**src/rtl/io_bus_responder.sv**
```systemverilog
// Memory-mapped I/O responder: TX byte FIFO, RX holding register, status and timer.
// The free-running timer and CTRL.timer_en exist only when IO_TIMER_EN is defined.
module io_bus_responder #(
  parameter logic [31:0] BASE_ADDR = 32'h0000_1000,
  parameter int          WIN_BITS  = 5,
  parameter int          TX_DEPTH  = 8,
  parameter int          CNT_W     = 4
) (
  input  logic        clk,
  input  logic        reset,
  input  logic [31:0] DataAdr,
  input  logic [31:0] WriteData,
  input  logic        MemWrite,
  output logic [31:0] ReadData,
  output logic        IoSel,
  output logic [7:0]  tx_data,
  output logic        tx_valid,
  input  logic        tx_ready,
  input  logic [7:0]  rx_data,
  input  logic        rx_valid,
  output logic        rx_ready
);

  localparam int PTR_W = $clog2(TX_DEPTH);
  localparam int OFF_W = WIN_BITS - 2;

  localparam logic [OFF_W-1:0] OFF_TXDATA = OFF_W'(0);
  localparam logic [OFF_W-1:0] OFF_STATUS = OFF_W'(1);
  localparam logic [OFF_W-1:0] OFF_RXDATA = OFF_W'(2);
  localparam logic [OFF_W-1:0] OFF_CTRL   = OFF_W'(3);
  localparam logic [OFF_W-1:0] OFF_TIMER  = OFF_W'(4);

  // stage p0: address decode and store strobes
  logic [OFF_W-1:0] word_p0;
  logic             wr_p0;
  logic             push_p0;
  logic             ctrl_wr_p0;
  logic             timer_wr_p0;
  logic             flush_p0;
  logic             ack_p0;
  logic             ovf_clr_p0;

  assign IoSel       = (DataAdr[31:WIN_BITS] == BASE_ADDR[31:WIN_BITS]);
  assign word_p0     = DataAdr[WIN_BITS-1:2];
  assign wr_p0       = MemWrite && IoSel;
  assign push_p0     = wr_p0 && (word_p0 == OFF_TXDATA);
  assign ctrl_wr_p0  = wr_p0 && (word_p0 == OFF_CTRL);
  assign timer_wr_p0 = wr_p0 && (word_p0 == OFF_TIMER);
  assign flush_p0    = ctrl_wr_p0 && WriteData[1];
  assign ack_p0      = ctrl_wr_p0 && WriteData[0];
  assign ovf_clr_p0  = ctrl_wr_p0 && WriteData[3];

  logic unused_bits;
  assign unused_bits = ^{DataAdr[1:0], WriteData[31:8], WriteData[2]};

  // TX FIFO
  logic [7:0]       tx_mem [TX_DEPTH];
  logic [PTR_W-1:0] rd_ptr;
  logic [PTR_W-1:0] wr_ptr;
  logic [CNT_W-1:0] tx_count;
  logic             tx_ovf;
  logic             tx_full;
  logic             tx_pop;
  logic             tx_push_ok;
  logic             tx_ovf_set;

  assign tx_valid   = (tx_count != '0);
  assign tx_full    = (tx_count == CNT_W'(TX_DEPTH));
  assign tx_pop     = tx_valid && tx_ready && !flush_p0;
  // A simultaneous pop frees the head slot, so a push into a full FIFO still lands.
  assign tx_push_ok = push_p0 && !flush_p0 && (!tx_full || tx_pop);
  assign tx_ovf_set = push_p0 && !flush_p0 && tx_full && !tx_pop;
  assign tx_data    = tx_valid ? tx_mem[rd_ptr] : 8'h00;

  always_ff @(posedge clk) begin
    if (reset) begin
      rd_ptr   <= '0;
      wr_ptr   <= '0;
      tx_count <= '0;
    end else if (flush_p0) begin
      rd_ptr   <= '0;
      wr_ptr   <= '0;
      tx_count <= '0;
    end else begin
      if (tx_push_ok) wr_ptr <= wr_ptr + PTR_W'(1);
      if (tx_pop)     rd_ptr <= rd_ptr + PTR_W'(1);
      case ({tx_push_ok, tx_pop})
        2'b10:   tx_count <= tx_count + CNT_W'(1);
        2'b01:   tx_count <= tx_count - CNT_W'(1);
        default: tx_count <= tx_count;
      endcase
    end
  end

  always_ff @(posedge clk) begin
    if (reset)           tx_ovf <= 1'b0;
    else if (tx_ovf_set) tx_ovf <= 1'b1;
    else if (ovf_clr_p0) tx_ovf <= 1'b0;
  end

  always_ff @(posedge clk) begin
    if (tx_push_ok) tx_mem[wr_ptr] <= WriteData[7:0];
  end

  // RX holding register
  logic       rx_full;
  logic [7:0] rx_byte;
  logic       rx_accept;

  assign rx_ready  = !rx_full;
  assign rx_accept = rx_valid && !rx_full;

  always_ff @(posedge clk) begin
    if (reset)          rx_full <= 1'b0;
    else if (rx_accept) rx_full <= 1'b1;
    else if (ack_p0)    rx_full <= 1'b0;
  end

  always_ff @(posedge clk) begin
    if (rx_accept) rx_byte <= rx_data;
  end

  // Timer
  logic [31:0] timer_val;
  logic        timer_en;

`ifdef IO_TIMER_EN
  always_ff @(posedge clk) begin
    if (reset)           timer_en <= 1'b0;
    else if (ctrl_wr_p0) timer_en <= WriteData[2];
  end

  always_ff @(posedge clk) begin
    if (reset)            timer_val <= '0;
    else if (timer_wr_p0) timer_val <= WriteData;
    else if (timer_en)    timer_val <= timer_val + 32'd1;
  end
`else
  logic unused_timer;
  assign unused_timer = timer_wr_p0;
  assign timer_en     = 1'b0;
  assign timer_val    = '0;
`endif

  // Read mux
  logic [31:0] status_p0;
  logic [31:0] rmux_p0;

  always_comb begin
    status_p0              = '0;
    status_p0[0]           = tx_full;
    status_p0[1]           = !tx_valid;
    status_p0[2]           = rx_full;
    status_p0[3]           = tx_ovf;
    status_p0[8 +: CNT_W]  = tx_count;
  end

  always_comb begin
    rmux_p0 = '0;
    case (word_p0)
      OFF_STATUS: rmux_p0 = status_p0;
      OFF_RXDATA: rmux_p0 = {24'h0, rx_byte};
      OFF_CTRL:   rmux_p0 = {29'h0, timer_en, 2'b00};
      OFF_TIMER:  rmux_p0 = timer_val;
      default:    rmux_p0 = '0;
    endcase
  end

  // stage p1: registered load data, one cycle behind the address
  logic [31:0] read_p1;

  always_ff @(posedge clk) begin
    if (reset)      read_p1 <= '0;
    else if (IoSel) read_p1 <= rmux_p0;
    else            read_p1 <= '0;
  end

  assign ReadData = read_p1;

endmodule

```
**config.mk**
```make
export PLATFORM = sky130hd
export DESIGN_NAME = io_bus_responder
export DESIGN_NICKNAME = d
export VERILOG_FILES = /design/src/rtl/io_bus_responder.sv
export SDC_FILE = /design/constraint.sdc
export NUM_CORES = 1
export LEC_CHECK = 0
export CELL_PAD_IN_SITES_DETAIL_PLACEMENT = 1
export CELL_PAD_IN_SITES_GLOBAL_PLACEMENT = 2
export CORE_ASPECT_RATIO = 0.9
export CORE_MARGIN = 3
export CORE_UTILIZATION = 32
export DETAILED_ROUTE_END_ITERATION = 10
export PLACE_DENSITY = 0.8
export SLEW_MARGIN = 40
export SYNTH_ARGS = -nofsm -noshare
export SYNTH_HDL_FRONTEND = slang
export SYNTH_SLANG_ARGS = --single-unit
```
**constraint.sdc**
```tcl
create_clock -name clk -period 4.6 [get_ports clk]
set_input_delay 1.38 -clock clk [delete_from_list [all_inputs] [get_ports clk]]
set_output_delay 1.38 -clock clk [all_outputs]
set_load 0.005 [all_outputs]
```
==> results.json, run 1 <==
{
  "maxSlewHeadroom": 0.5124,
  "syn2layout_area_growth_pct": 29.95,
  "grt_overflow": 0,
  "muxShareOfSynthArea": 0.1085,
  "p_clk_frac": 0.409,
  "netlist_area_um2": 4153,
  "die_area_um2": 14380,
  "ys_warn_count": 0,
  "arrival_ns": 3.14,
  "synth_cell_types": 50,
  "drt-vias-per-instance": 4.767,
  "ys_seq_area_frac": 0.6508,
  "hold_viol_final": 0,
  "slew_viol_final": 0,
  "finClkSkew_ns": 0.006257,
  "maxCapViolations": 0,
  "p_seq_frac": 0.550,
  "cp-start-kind": "input port",
  "io_pins": 120,
  "leakagePower_nw": 1.835,
  "grt_pass1_wl_um": 14830,
  "vias": 2512,
  "synth_xor_area_frac": 0.01265,
  "post-place-cells": 510,
  "power_density_nw_per_um2": 323.9,
  "synth_flop_cell": "edfxtp_1",
  "dieWidth_um": 126.1,
  "io_buffers": 73,
  "synthSimpleGateAreaFrac": 0.1181,
  "clkSlewWorstSetupHoldPaths_ns": 0.07,
  "synthAdderAreaFrac": 0.01687,
  "hold_class": "reg -> reg",
  "drcViolationCount": 0,
  "postPlaceCellArea_um2": 5104,
  "fin_cells": 527,
  "ir_drop_mv": 0.1593,
  "highest_layer": "met4",
  "async_flop_share": 0,
  "final_nets": 444,
  "layout_setup_ws_ns": 0.07924,
  "cts-root-buf": "clkbuf_16",
  "wl_per_cell_um": 17.91,
  "ys_ff_latch": 99,
  "hold_ws_ns": 0.4675,
  "path_class": "in -> out",
  "antenna_left": 0,
  "routed-wl-met2_um": 4663,
  "dp_hpwl_um": 6757,
  "period_share": 0.9828,
  "fmax_mhz": 221.2,
  "synth_top_family_by_area": "simple AND/OR/NAND/NOR gates",
  "core_um2": 12360,
  "clk_path_buf_depth": 2,
  "synth_compound_gate_area_share": 0.03857,
  "wirelength_met1_um": 4264,
  "floorplan.die.height_um": 114.1,
  "p_sw_w": 0.0003573,
  "final_cell_area_um2": 5396,
  "cp-end-kind": "output pin",
  "cts_tree": "yes",
  "rows": 38,
  "grt_util_all_layers": 0.1347,
  "worst_pin_slew_ns": 0.7298,
  "rsz0062_at_grt": "no",
  "wl_met3_um": 371,
  "switching_share": 0.2044,
  "clk-insertion-delay-late_ns": 0.34,
  "internal_power_w": 0.001391,
  "status": "completed",
  "drt_first_pass_iters": 4,
  "clock-sinks": 99,
  "cts_hold_buf": 0,
  "dpl_worst_slack_ns": -0.3460,
  "h-tree-depth": 3,
  "finalWeightedCongestion": 0.7418,
  "final.fill_count": 1279,
  "syn_area_per_cell_um2": 15.27,
  "p_comb_frac": 0.041,
  "initial_core_util": 0.3359,
  "grt_pass1_vias": 2735,
  "setup_violations": 0,
  "drtIter0Drc": 253,
  "wirelength_um": 9437,
  "numCtsBuffers": 9,
  "drive_gt1_frac": 0.1880,
  "timing.final.crit_period_ns": 4.521,
  "grt_antenna_before_repair": 0,
  "grt_max_degree": 18,
  "crit_fanout": 2,
  "required_ns": 3.22,
  "netlist_instances": 272,
  "setup_tns_ns": 0,
  "antenna_cells": 0,
  "synth_edf_count": 72
}
[Yosys cell counts, types with 2 or more instances]
master	count	share of area
buf_1	3	0.0027
a22oi_1	3	0.0054
nand2b_1	2	0.0030
nand2_1	7	0.0063
xnor2_1	4	0.0084
clkbuf_1	5	0.0045
xor2_1	2	0.0042
dfxtp_1	27	0.13
a32oi_1	2	0.0042
a21o_1	2	0.0036
and4bb_2	2	0.0060
nor4b_1	2	0.0042
nor3b_1	5	0.0090
ha_1	4	0.012
nor2_4	2	0.0054
buf_4	20	0.036
edfxtp_1	72	0.52
nor3_1	7	0.0084
inv_1	7	0.0063
nor2_1	24	0.022
nor2b_1	3	0.0045
mux2i_1	9	0.022
and3_1	8	0.012
mux4_2	16	0.087
o21ai_1	2	0.0024
nor4_1	6	0.0090
o21ai_0	2	0.0024
a21oi_1	2	0.0024
[cell families (layout without fill, tap and decap cells)]
group | count (synthesis) | count (layout)
compound gates | 18 | 18
xor+xnor | 6 | 6
fa+ha+maj | 5 | 5
buf+inv | 37 | 113
flops | 99 | 99
mux | 25 | 25
other cells | 1 | 20
simple gates | 81 | 81
[through the flow]
| step | utilization | power [W] |
|---|---|---|
| after global placement | 0.4113 | 0.001050 |
| after global routing | 0.4365 | 0.001808 |
| after detailed placement | 0.4129 | 0.001053 |
| after CTS | 0.4364 | 0.001765 |
| final | 0.4365 | 0.001748 |
| after floorplan | - | 0.001008 |
[routing by layer]
layer  global-route usage  up-vias
li1                     -     1171
met2               0.2173       62
met1               0.1829     1268
met3              0.02519       11
met5                    0        -
met4              0.05004        0
[flip-flops by register name, indices dropped and copies added (netlist names), named ones only]
| register | count |
|---|---|
| rx_byte | 8 |
| wr_ptr | 3 |
| tx_ovf | 1 |
| ReadData | 12 |
| tx_mem | 64 |
| rd_ptr | 3 |
| tx_count | 4 |
| rx_full | 1 |
[final timing paths]
path	startpoint	end	slack, ns	cells past startpoint
setup / recovery	DataAdr[22]	IoSel	0.08	6
hold reg to reg	rx_byte[5]	ReadData[5]	0.47	1
hold / removal	rx_byte[5]	ReadData[5]	0.47	1
setup reg to reg	tx_count[3]	tx_count[3]	1.91	10
[cells in the final DEF, fill, tap and decap left out, types with 3 or more instances in the layout]
master / n
a22oi_1: 3
and3_1: 8
buf_4: 17
clkbuf_16: 9
clkdlybuf4s50_1: 72
conb_1: 20
dfxtp_1: 26
edfxtp_1: 72
ha_1: 4
inv_1: 6
inv_4: 3
mux2i_1: 9
mux4_2: 16
nand2_1: 7
nor2_1: 24
nor2b_1: 3
nor3_1: 7
nor3b_1: 3
nor3b_2: 3
nor4_1: 5
xnor2_1: 4
[final cells by class]
cell class,count,area [µm²],area share
tap,160,200.2,0.03710
inverter,7,26.28,0.004869
clock buffer,10,239.0,0.04428
clock inverter,6,46.29,0.008579
multi-input combinational,155,1328,0.2460
sequential,99,2704,0.5010
timing repair buffer,90,853.3,0.1581
[power by group through the flow]
stage	registers, W	logic, W	clock network (W)
6_report	0.000962	0.0000714	0.000715
5_1_grt	0.000962	0.0000773	0.000769
4_1_cts	0.000962	0.0000718	0.000731
3_5_place_dp	0.000982	0.0000710	0
3_3_place_gp	0.000982	0.0000682	0
2_1_floorplan	0.000981	0.0000270	0
[repair_timing]
item                                    CTS  global route
buffers inserted                          1             0
hold endpoints to repair                  0             0
resized for setup                         6             0
endpoints found under the setup margin    1             0
[worst max-delay path, stage by stage]
cell and delay (ns):
clkdlybuf4s50_1 0.40, or4_4 0.53, or3_4 0.38, or2_4 0.28, inv_2 0.06, buf_2 0.11
Power figures use the tool's default switching activity.
==> inputs of run 2 (changes only) <==
- CORE_UTILIZATION: 32 -> 29
- HOLD_SLACK_MARGIN: default -> 0.06
- PLACE_DENSITY: 0.8 -> 0.77
- clock period: 4.6 -> 3.7 ns (I/O delays scaled with it)
==> results.json, run 2 (same netlist as run 1, synthesis figures left out) <==
{
  "status": "completed",
  "dieWidth_um": 132.1,
  "io_buffers": 73,
  "finalWeightedCongestion": 0.7529,
  "grt_pass1_vias": 2768,
  "largest_reg_flops": 64,
  "holdPathEnd": "ReadData[4]",
  "critPathSlowestCell": "or4_4",
  "grt_antenna_before_repair": 0,
  "wl_per_cell_um": 16.86,
  "initial_core_util": 0.3039,
  "period_share": 0.9884,
  "crit_fanout": 2,
  "io_pins": 120,
  "cts_tree": "yes",
  "floorplan.die.height_um": 119.5,
  "min_path_cells": 1,
  "grt.busiest_layer": "met2",
  "hold_viol_final": 0,
  "final_nets": 466,
  "final_cell_mix": "72 x edfxtp_1, 58 x clkdlybuf4s50_1, 37 x buf_4",
  "utilization": 0.4127,
  "reg2reg_from": "tx_count[3]",
  "p_sw_w": 0.0004407,
  "critical-path-top-delay-family": "simple AND/OR/NAND/NOR gates",
  "required_ns": 2.59,
  "drtIter0Drc": 167,
  "grt_use_met3": 0.02892,
  "largest_register": "tx_mem",
  "clock-sinks": 99,
  "dpl_worst_slack_ns": -0.7179,
  "internal_power_w": 0.001752,
  "finClkSkew_ns": 0.007641,
  "numCtsBuffers": 9,
  "drt_first_pass_iters": 4,
  "antenna_left": 0,
  "min-delay-start": "rx_byte[4]",
  "maxCapViolations": 0,
  "use_met2": 0.2019,
  "hold_ws_ns": 0.4811,
  "die_area_um2": 15790,
  "grt_util_all_layers": 0.1250,
  "drive_gt1_frac": 0.2468,
  "syn2layout_area_growth_pct": 35.79,
  "layout_setup_ws_ns": 0.04275,
  "final_common_cell": "edfxtp_1",
  "crit_buf_inv": 3,
  "worst_pin_slew_ns": 0.6902,
  "crit_chain": "dlygate4sd2_1 > or4_4 > or3_4 > or2_4 > inv_2 > buf_6",
  "cp-start-kind": "input port",
  "maxSlewHeadroom": 0.5389,
  "worstRegToRegCells": 11,
  "cp-end-kind": "output pin",
  "p_comb_frac": 0.042,
  "grt_overflow": 0,
  "drt-vias-per-instance": 4.434,
  "rows": 40,
  "ir_drop_mv": 0.2194,
  "slew_viol_final": 0,
  "setup_violations": 0,
  "grt_pass1_wl_um": 15250,
  "power_w": 0.002192,
  "r2r_end": "tx_count[3]",
  "cts_hold_buf": 0,
  "antenna_cells": 0,
  "arrival_ns": 2.55,
  "path_class": "in -> out",
  "clk_path_buf_depth": 2,
  "core_um2": 13660,
  "dp_hpwl_um": 7063,
  "timing.final.crit_period_ns": 3.657,
  "fmax_mhz": 273.4,
  "grtUsageMet1": 0.1691,
  "clkSlewWorstSetupHoldPaths_ns": 0.07,
  "setup_tns_ns": 0,
  "wirelength_um": 9746,
  "drcViolationCount": 0,
  "cpPeakStageDelay_ns": 0.41,
  "clk-insertion-delay-late_ns": 0.34,
  "vias": 2563,
  "p_seq_frac": 0.546,
  "h-tree-depth": 3,
  "switching_share": 0.2010,
  "regToRegSetupSlack_ns": 1.24,
  "p_clk_frac": 0.412,
  "hold_class": "reg -> reg",
  "leakagePower_nw": 1.985,
  "cts-root-buf": "clkbuf_16",
  "power_density_nw_per_um2": 388.8,
  "rsz0062_at_grt": "no",
  "grt_max_degree": 18
}
==> run 2: cell count changes in the layout (fill, tap and decap cells not counted), sizes merged <==
| cell | delta |
|---|---|
| buf | +25 |
| clkinvlp | -1 |
| dlymetal6s2s | +3 |
| dlygate4sd2 | +5 |
| clkdlybuf4s15 | +3 |
| clkbuf | +2 |
| clkinv | +1 |
| clkdlybuf4s50 | -14 |
| inv | -2 |
==> run 2: routing by layer <==
layer  part of all wire  wire (µm)
met5                  0          0
met4              0.014        140
met3              0.045        440
met2               0.48       4695
met1               0.46       4470
==> run 2: what timing repair did <==
| action | in CTS | in global routing |
|---|---|---|
| pin swaps | 5 | 4 |
| setup buffers | 2 | 2 |
| endpoints found under the setup margin | 3 | 11 |
| gates resized for setup | 28 | 9 |
==> run 2: final cells by class <==
class	instances	area, µm²
Multi-Input combinational cell	155	1348
Fill cell	1407	8024
Clock buffer	12	257.7
Sequential cell	99	2703
Clock inverter	4	32.53
Inverter	7	26.28
Tap cell	189	236.5
Timing Repair Buffer	112	1036
==> run 2: worst register-to-register path, stage by stage (launching register included) <==
cell,delay [ns]
dfxtp_1,0.41
nor4_2,0.31
buf_4,0.26
nor2b_1,0.09
nand2b_1,0.13
inv_1,0.07
ha_1,0.28
a21o_1,0.18
a21o_1,0.20
nor3_2,0.17
o21ai_1,0.10
nor3b_2,0.16
==> run 2: worst max path at each step <==
stage | cells past startpoint | from | end
6_report | 6 | DataAdr[22] | IoSel
5_1_grt | 6 | DataAdr[22] | IoSel
4_1_cts | 6 | DataAdr[22] | IoSel
3_5_place_dp | 6 | DataAdr[17] | IoSel
3_3_place_gp | 6 | DataAdr[17] | IoSel
2_1_floorplan | 5 | DataAdr[22] | tx_mem[0][0]
==> run 2: metrics by stage <==
stage          cells  area [µm²]
2_1_floorplan    291        4224
3_5_place_dp     559        5296
6_report         578        5639
4_1_cts          577        5592
5_1_grt          578        5639
3_3_place_gp     559        5296
==> run 2: power by group through the flow <==
stage          clock, W  sequential [W]  combinational (W)
2_1_floorplan         0         0.00122          0.0000336
3_3_place_gp          0         0.00122          0.0000901
3_5_place_dp          0         0.00122          0.0000934
4_1_cts        0.000916         0.00120          0.0000911
5_1_grt        0.000968         0.00120          0.0000995
6_report       0.000904         0.00120          0.0000924
